===== src/rtl/imem_loader_pkg.sv =====
// Shared types and constants for the boot-time instruction memory loader.
package imem_loader_pkg;

  localparam int BYTE_W = 8;
  localparam int LEN_W  = 16;
  localparam logic [BYTE_W-1:0] SYNC_BYTE = 8'hA5;

  typedef enum logic [2:0] {
    ST_IDLE   = 3'd0,
    ST_LEN_HI = 3'd1,
    ST_LEN_LO = 3'd2,
    ST_DATA   = 3'd3,
    ST_CHECK  = 3'd4,
    ST_DONE   = 3'd5,
    ST_ERROR  = 3'd6
  } state_t;

  // A frame length is usable only if non-empty and it fits the memory.
  function automatic logic len_legal(input logic [LEN_W-1:0] len,
                                     input logic [LEN_W-1:0] max_len);
    return (len != {LEN_W{1'b0}}) && (len <= max_len);
  endfunction

endpackage


===== src/rtl/imem_loader_checksum.sv =====
// 8-bit running modular sum of payload bytes; o_zero reports whether
// accepting i_byte as the checksum would close the sum to zero.
module loader_checksum
  import imem_loader_pkg::*;
(
  input  logic              clk,
  input  logic              reset,
  input  logic              i_clear,
  input  logic              i_acc,
  input  logic [BYTE_W-1:0] i_byte,
  output logic              o_zero
);

  logic [BYTE_W-1:0] r_sum;
  logic [BYTE_W-1:0] w_sum_next;

  assign w_sum_next = r_sum + i_byte;
  assign o_zero     = (w_sum_next == {BYTE_W{1'b0}});

  // Running sum register: clear at frame start, accumulate each payload byte.
  always_ff @(posedge clk) begin
    if (!reset) begin
      r_sum <= {BYTE_W{1'b0}};
    end else if (i_clear) begin
      r_sum <= {BYTE_W{1'b0}};
    end else if (i_acc) begin
      r_sum <= w_sum_next;
    end else begin
      r_sum <= r_sum;
    end
  end

endmodule


===== src/rtl/imem_loader.sv =====
// Framed byte-stream loader for instruction memory; holds the CPU in reset
// until a frame with a correct checksum has been written.
module imem_loader
  import imem_loader_pkg::*;
#(
  parameter int          DEPTH  = 512,
  parameter int          ADDR_W = 9,
  parameter logic [7:0]  SYNC   = SYNC_BYTE
) (
  input  logic              clk,
  input  logic              reset,
  input  logic [7:0]        in_data,
  input  logic              in_valid,
  output logic              in_ready,
  input  logic              restart,
  output logic              mem_we,
  output logic [ADDR_W-1:0] mem_addr,
  output logic [7:0]        mem_data,
  output logic              cpu_hold,
  output logic              done,
  output logic              error,
  output logic [ADDR_W:0]   byte_count
);

  localparam logic [ADDR_W-1:0] ADDR_ONE = ADDR_W'(1);
  localparam logic [ADDR_W:0]   CNT_ONE  = (ADDR_W+1)'(1);
  localparam logic [LEN_W-1:0]  MAX_LEN  = LEN_W'(DEPTH);

  state_t             r_state;
  state_t             w_state_next;
  logic               w_fire;
  logic [7:0]         r_len_hi;
  logic [LEN_W-1:0]   r_len;
  logic [LEN_W-1:0]   w_len_rx;
  logic [ADDR_W-1:0]  r_addr;
  logic [ADDR_W:0]    r_count;
  logic [ADDR_W:0]    w_count_inc;
  logic               w_last;
  logic               w_sum_zero;

  assign w_fire      = in_valid && in_ready;
  assign w_len_rx    = {r_len_hi, in_data};
  assign w_count_inc = r_count + CNT_ONE;
  assign w_last      = (LEN_W'(w_count_inc) == r_len);
  assign byte_count  = r_count;

  loader_checksum u_checksum (
    .clk     (clk),
    .reset   (reset),
    .i_clear ((r_state == ST_LEN_LO) && w_fire),
    .i_acc   ((r_state == ST_DATA) && w_fire),
    .i_byte  (in_data),
    .o_zero  (w_sum_zero)
  );

  // State register.
  always_ff @(posedge clk) begin
    if (!reset) begin
      r_state <= ST_IDLE;
    end else begin
      r_state <= w_state_next;
    end
  end

  // Next-state decode; terminal states leave only on restart.
  always_comb begin
    w_state_next = r_state;
    case (r_state)
      ST_IDLE:   if (w_fire && (in_data == SYNC)) w_state_next = ST_LEN_HI;
                 else                             w_state_next = ST_IDLE;
      ST_LEN_HI: if (w_fire) w_state_next = ST_LEN_LO;
                 else        w_state_next = ST_LEN_HI;
      ST_LEN_LO: if (w_fire) w_state_next = len_legal(w_len_rx, MAX_LEN) ? ST_DATA : ST_ERROR;
                 else        w_state_next = ST_LEN_LO;
      ST_DATA:   if (w_fire && w_last) w_state_next = ST_CHECK;
                 else                  w_state_next = ST_DATA;
      ST_CHECK:  if (w_fire) w_state_next = w_sum_zero ? ST_DONE : ST_ERROR;
                 else        w_state_next = ST_CHECK;
      ST_DONE:   if (restart) w_state_next = ST_IDLE;
                 else         w_state_next = ST_DONE;
      ST_ERROR:  if (restart) w_state_next = ST_IDLE;
                 else         w_state_next = ST_ERROR;
      default:   w_state_next = ST_IDLE;
    endcase
  end

  // Status outputs decoded from the registered state only.
  always_comb begin
    in_ready = 1'b0;
    cpu_hold = 1'b1;
    done     = 1'b0;
    error    = 1'b0;
    case (r_state)
      ST_IDLE, ST_LEN_HI, ST_LEN_LO, ST_DATA, ST_CHECK: in_ready = 1'b1;
      ST_DONE: begin
        cpu_hold = 1'b0;
        done     = 1'b1;
      end
      ST_ERROR: error = 1'b1;
      default:  in_ready = 1'b0;
    endcase
  end

  // Length capture, address/count tracking and the one-cycle memory write.
  always_ff @(posedge clk) begin
    if (!reset) begin
      r_len_hi <= 8'd0;
      r_len    <= {LEN_W{1'b0}};
      r_addr   <= {ADDR_W{1'b0}};
      r_count  <= {(ADDR_W+1){1'b0}};
      mem_we   <= 1'b0;
      mem_addr <= {ADDR_W{1'b0}};
      mem_data <= 8'd0;
    end else begin
      mem_we <= 1'b0;
      case (r_state)
        ST_LEN_HI: if (w_fire) r_len_hi <= in_data;
        ST_LEN_LO: if (w_fire) begin
          r_len   <= w_len_rx;
          r_addr  <= {ADDR_W{1'b0}};
          r_count <= {(ADDR_W+1){1'b0}};
        end
        ST_DATA: if (w_fire) begin
          mem_we   <= 1'b1;
          mem_addr <= r_addr;
          mem_data <= in_data;
          r_addr   <= r_addr + ADDR_ONE;
          r_count  <= w_count_inc;
        end
        ST_DONE, ST_ERROR: if (restart) r_count <= {(ADDR_W+1){1'b0}};
        default: r_len_hi <= r_len_hi;
      endcase
    end
  end

endmodule


===== config.mk =====
export PLATFORM = sky130hd
export DESIGN_NAME = imem_loader
export DESIGN_NICKNAME = d
export VERILOG_FILES = /design/src/rtl/imem_loader_pkg.sv /design/src/rtl/imem_loader_checksum.sv /design/src/rtl/imem_loader.sv
export SDC_FILE = /design/constraint.sdc
export NUM_CORES = 1
export LEC_CHECK = 0
export ABC_AREA = 1
export CORE_MARGIN = 1
export CORE_UTILIZATION = 34
export CTS_BUF_LIST = sky130_fd_sc_hd__clkbuf_4 sky130_fd_sc_hd__clkbuf_8 sky130_fd_sc_hd__clkbuf_16
export DETAILED_ROUTE_END_ITERATION = 8
export GPL_TIMING_DRIVEN = 0
export PLACE_DENSITY_LB_ADDON = 0.08
export SLEW_MARGIN = 20
export SYNTH_ARGS = -nofsm -noshare
export SYNTH_HDL_FRONTEND = slang
export SYNTH_SLANG_ARGS = --single-unit

===== constraint.sdc =====
create_clock -name clk -period 6.6 [get_ports clk]
set_clock_uncertainty 0.1 [all_clocks]
set_input_delay 1.65 -clock clk [delete_from_list [all_inputs] [get_ports clk]]
set_output_delay 1.65 -clock clk [all_outputs]
set_load 0.005 [all_outputs]

==> results of run 1 <==
-- worst max-delay path by stage --
stage,from,to,slack [ns]
6_report,in_data[0],r_state[1],2.74
5_1_grt,in_data[0],r_state[1],2.62
4_1_cts,in_data[0],r_state[1],2.77
3_5_place_dp,in_data[0],r_state[1],2.41
3_3_place_gp,in_data[0],r_state[1],2.40
2_1_floorplan,in_data[0],r_state[1],3.35
-- layout make-up --
type / instances / area share [%]
plain buffers: 19 / 2.080
clock buffers: 10 / 2.951
clock inverters: 6 / 1.546
inverters: 57 / 4.806
multi-input cells: 388 / 42.97
flip-flops and latches: 72 / 32.38
well taps: 136 / 3.822
repair buffers: 42 / 9.444
-- metal layers --
layer / share of wire (%) / vias to the layer above
li1: - / 1862
met5: 0 / -
met1: 48 / 1647
met4: 0.97 / 0
met2: 47 / 69
met3: 3.9 / 11
-- synthesized netlist by cell type, types with 3 or more instances --
library cell	instances	area share (%)
dfxtp_1	72	39
o211ai_1	3	0.62
ha_1	9	3.1
inv_2	3	0.31
o21ai_0	37	5.1
xnor2_1	3	0.72
nand3_1	33	4.5
nand2_1	129	13
a21oi_1	54	7.4
nand3b_1	8	1.6
buf_2	10	1.4
nor3_2	3	0.82
nand4_1	6	1.0
inv_1	53	5.4
clkbuf_1	5	0.51
nor2_1	73	7.5
nor3_1	3	0.41
-- registers in the layout, indices dropped and copies added, names as in the netlist --
register          flops
r_len                16
mem_we                1
mem_data              8
byte_count           10
r_len_hi              8
u_checksum.r_sum      8
r_state               3
mem_addr              9
r_addr                9
-- worst max-delay path: stages --
cell and delay, ns:
clkdlybuf4s50_1 0.64, ha_1 0.23, inv_1 0.05, fa_1 0.39, nand3b_1 0.18, nand2_1 0.11
nand2_1 0.08, nand3_1 0.09, nand3_1 0.11, nor2_1 0.16, nand2_1 0.07, nand2_1 0.06
nand3_1 0.07, nand2_1 0.06, inv_1 0.04
-- power groups by stage --
stage | Clock, mW | Sequential (mW) | Combinational (mW)
after floorplan | 0 | 0.444 | 0.0180
after global placement | 0 | 0.444 | 0.0367
after detailed placement | 0 | 0.444 | 0.0365
after CTS | 0.368 | 0.434 | 0.0366
after global routing | 0.390 | 0.434 | 0.0395
final | 0.357 | 0.434 | 0.0365
-- metrics by stage --
stage | setup WS, ns | cells
floorplan | 3.347 | 536
global route | 2.620 | 730
global placement | 2.398 | 714
finish | 2.743 | 730
CTS | 2.766 | 730
detailed placement | 2.405 | 714
-- kinds of logic after synthesis --
| logic type | synth area share (%) |
|---|---|
| AND/OR/NAND/NOR | 31.20 |
| buffers and inverters | 8.373 |
| flip-flops | 39.37 |
| adder cells (fa/ha/maj) | 3.623 |
| AO/OA/AOI/OAI | 16.23 |
| XOR/XNOR | 1.196 |
==> impl_metrics.yaml, run 1 <==
global_routing:
  grt_util_met3_pct: 3.772
  first_global_vias: 3319
  grt_max_degree: 14
  grt-busiest-layer: "met2"
  grt_usage_pct: 18.86
  met2_usage_pct: 31.33
  overflow: 0
  antenna_found_initial: 0
  grt_pass1_wl_um: 16330
  use_met1_pct: 24.53
synthesis:
  synthCells: 536
  syn_avg_cell_area_um2: 6.830
  yosys_warnings: 0
  yosysSeqAreaShare_pct: 39.37
  async_flop_share_pct: 0
  synth_edf_count: 0
  ys_types: 39
  ys_seq_elements: 72
  syn_area_um2: 3661
  synth_nets: 558
  synth_ff_type: "dfxtp_1"
sta:
  fin_tns_setup_ns: 0
  fmax_mhz: 259.3
  hold_ws_ns: 0.3702
  min_period_ns: 3.857
  worst_pin_slew_ns: 0.5373
  finalHoldViolCount: 0
  rsz0062_at_grt: "false"
  period_share_pct: 58.44
  slew_viol_final: 0
  finalSetupViolCount: 0
  relSlewSlack_pct: 64.18
worst_hold_path:
  hold_path.class: "register to register"
  hold_depth: 2
  hold_start: "mem_addr[2]"
  min_to: "mem_addr[2]"
layout:
  fill_cells: 1115
  final_cell_area_um2: 4452
  layout_common_cells: "129 x nand2_1, 73 x nor2_1, 72 x dfxtp_1"
  area_delta_synth_final_pct: 21.60
  multi_input_area_um2: 1913
  final_common_cell: "nand2_1"
  drive_above_1_share_pct: 7.407
  diodes: 0
  seq_area_um2: 1441
  layout.nets: 611
  final_util_pct: 42.93
place:
  portBuffers: 42
  place_congestion: 0.8651
  placed_cell_area_um2: 4252
  dp_hpwl_um: 7591
setup_path:
  worstRegToRegCells: 14
  rr_endpoint: "r_state[1]"
  reg2reg_from: "u_checksum.r_sum[0]"
  worst-path-max-fanout: 6
  required_ns: 6.75
  start_kind: "primary input"
  endpoint_kind: "register"
  crit_type: "primary input to register"
  critPathArrivalTime_ns: 4.00
  rrSetupSlack_ns: 4.42
routing:
  drt-initial-drc-count: 168
  viasPerCell: 4.916
  route.detailed.drc: 0
  via_count: 3589
  routed_wl_um: 10130
  ant_nets: 0
  routedWlPerCell_um: 13.88
  drtPass1Iterations: 6
pwr:
  p_clk_share_pct: 43.2
  leakagePower_nw: 1.838
  seqPwrFrac_pct: 52.4
  p_per_area_nw_per_um2: 186.0
  combPwrFrac_pct: 4.4
  p_switching_mw: 0.2007
  p_sw_share_pct: 24.24
  power_mw: 0.8279
  vdd_drop_max_mv: 0.1171
  p_int_mw: 0.6272
clock_tree:
  clk_pin_slew_ns: 0.08
  ctsLongestPathBuffers: 2
  cts-buffers-inserted: 9
  cts_root_buffer: "clkbuf_8"
  cts_tree: "yes"
  clk_latency_ns: 0.34
  htree_levels: 3
  cts_setup_buffers: 0
  cts_hold_buf: 0
  cts.sinks: 72
  ctsResizeCount: 0
outcome:
  run_status: "finished, final reports clean"
floorplanning:
  die_w_um: 105.8
  core_area_um2: 10370
  num_rows: 37
  pin_count: 44
  start_util_pct: 35.30
  die_y_um: 105.8
  dieArea_um2: 11190
job:
  max_cap_viol_count: 0
Power figures use the tool's default switching activity.
==> run 2, diff against run 1 <==
- clock period: 6.6 -> 3.3 ns (I/O delays scaled with it)
==> results of run 2 <==
Same layout as run 1 (identical final DEF). Status: finished, final reports clean.
Main changes from that run: setup slack after placement 2.405 ns -> -0.06996 ns; setup slack after layout 2.743 ns -> 0.2681 ns; register-to-register setup slack 4.42 ns -> 1.12 ns; total power 0.8279 mW -> 1.656 mW; worst IR drop on VDD 0.1171 mV -> 0.2342 mV
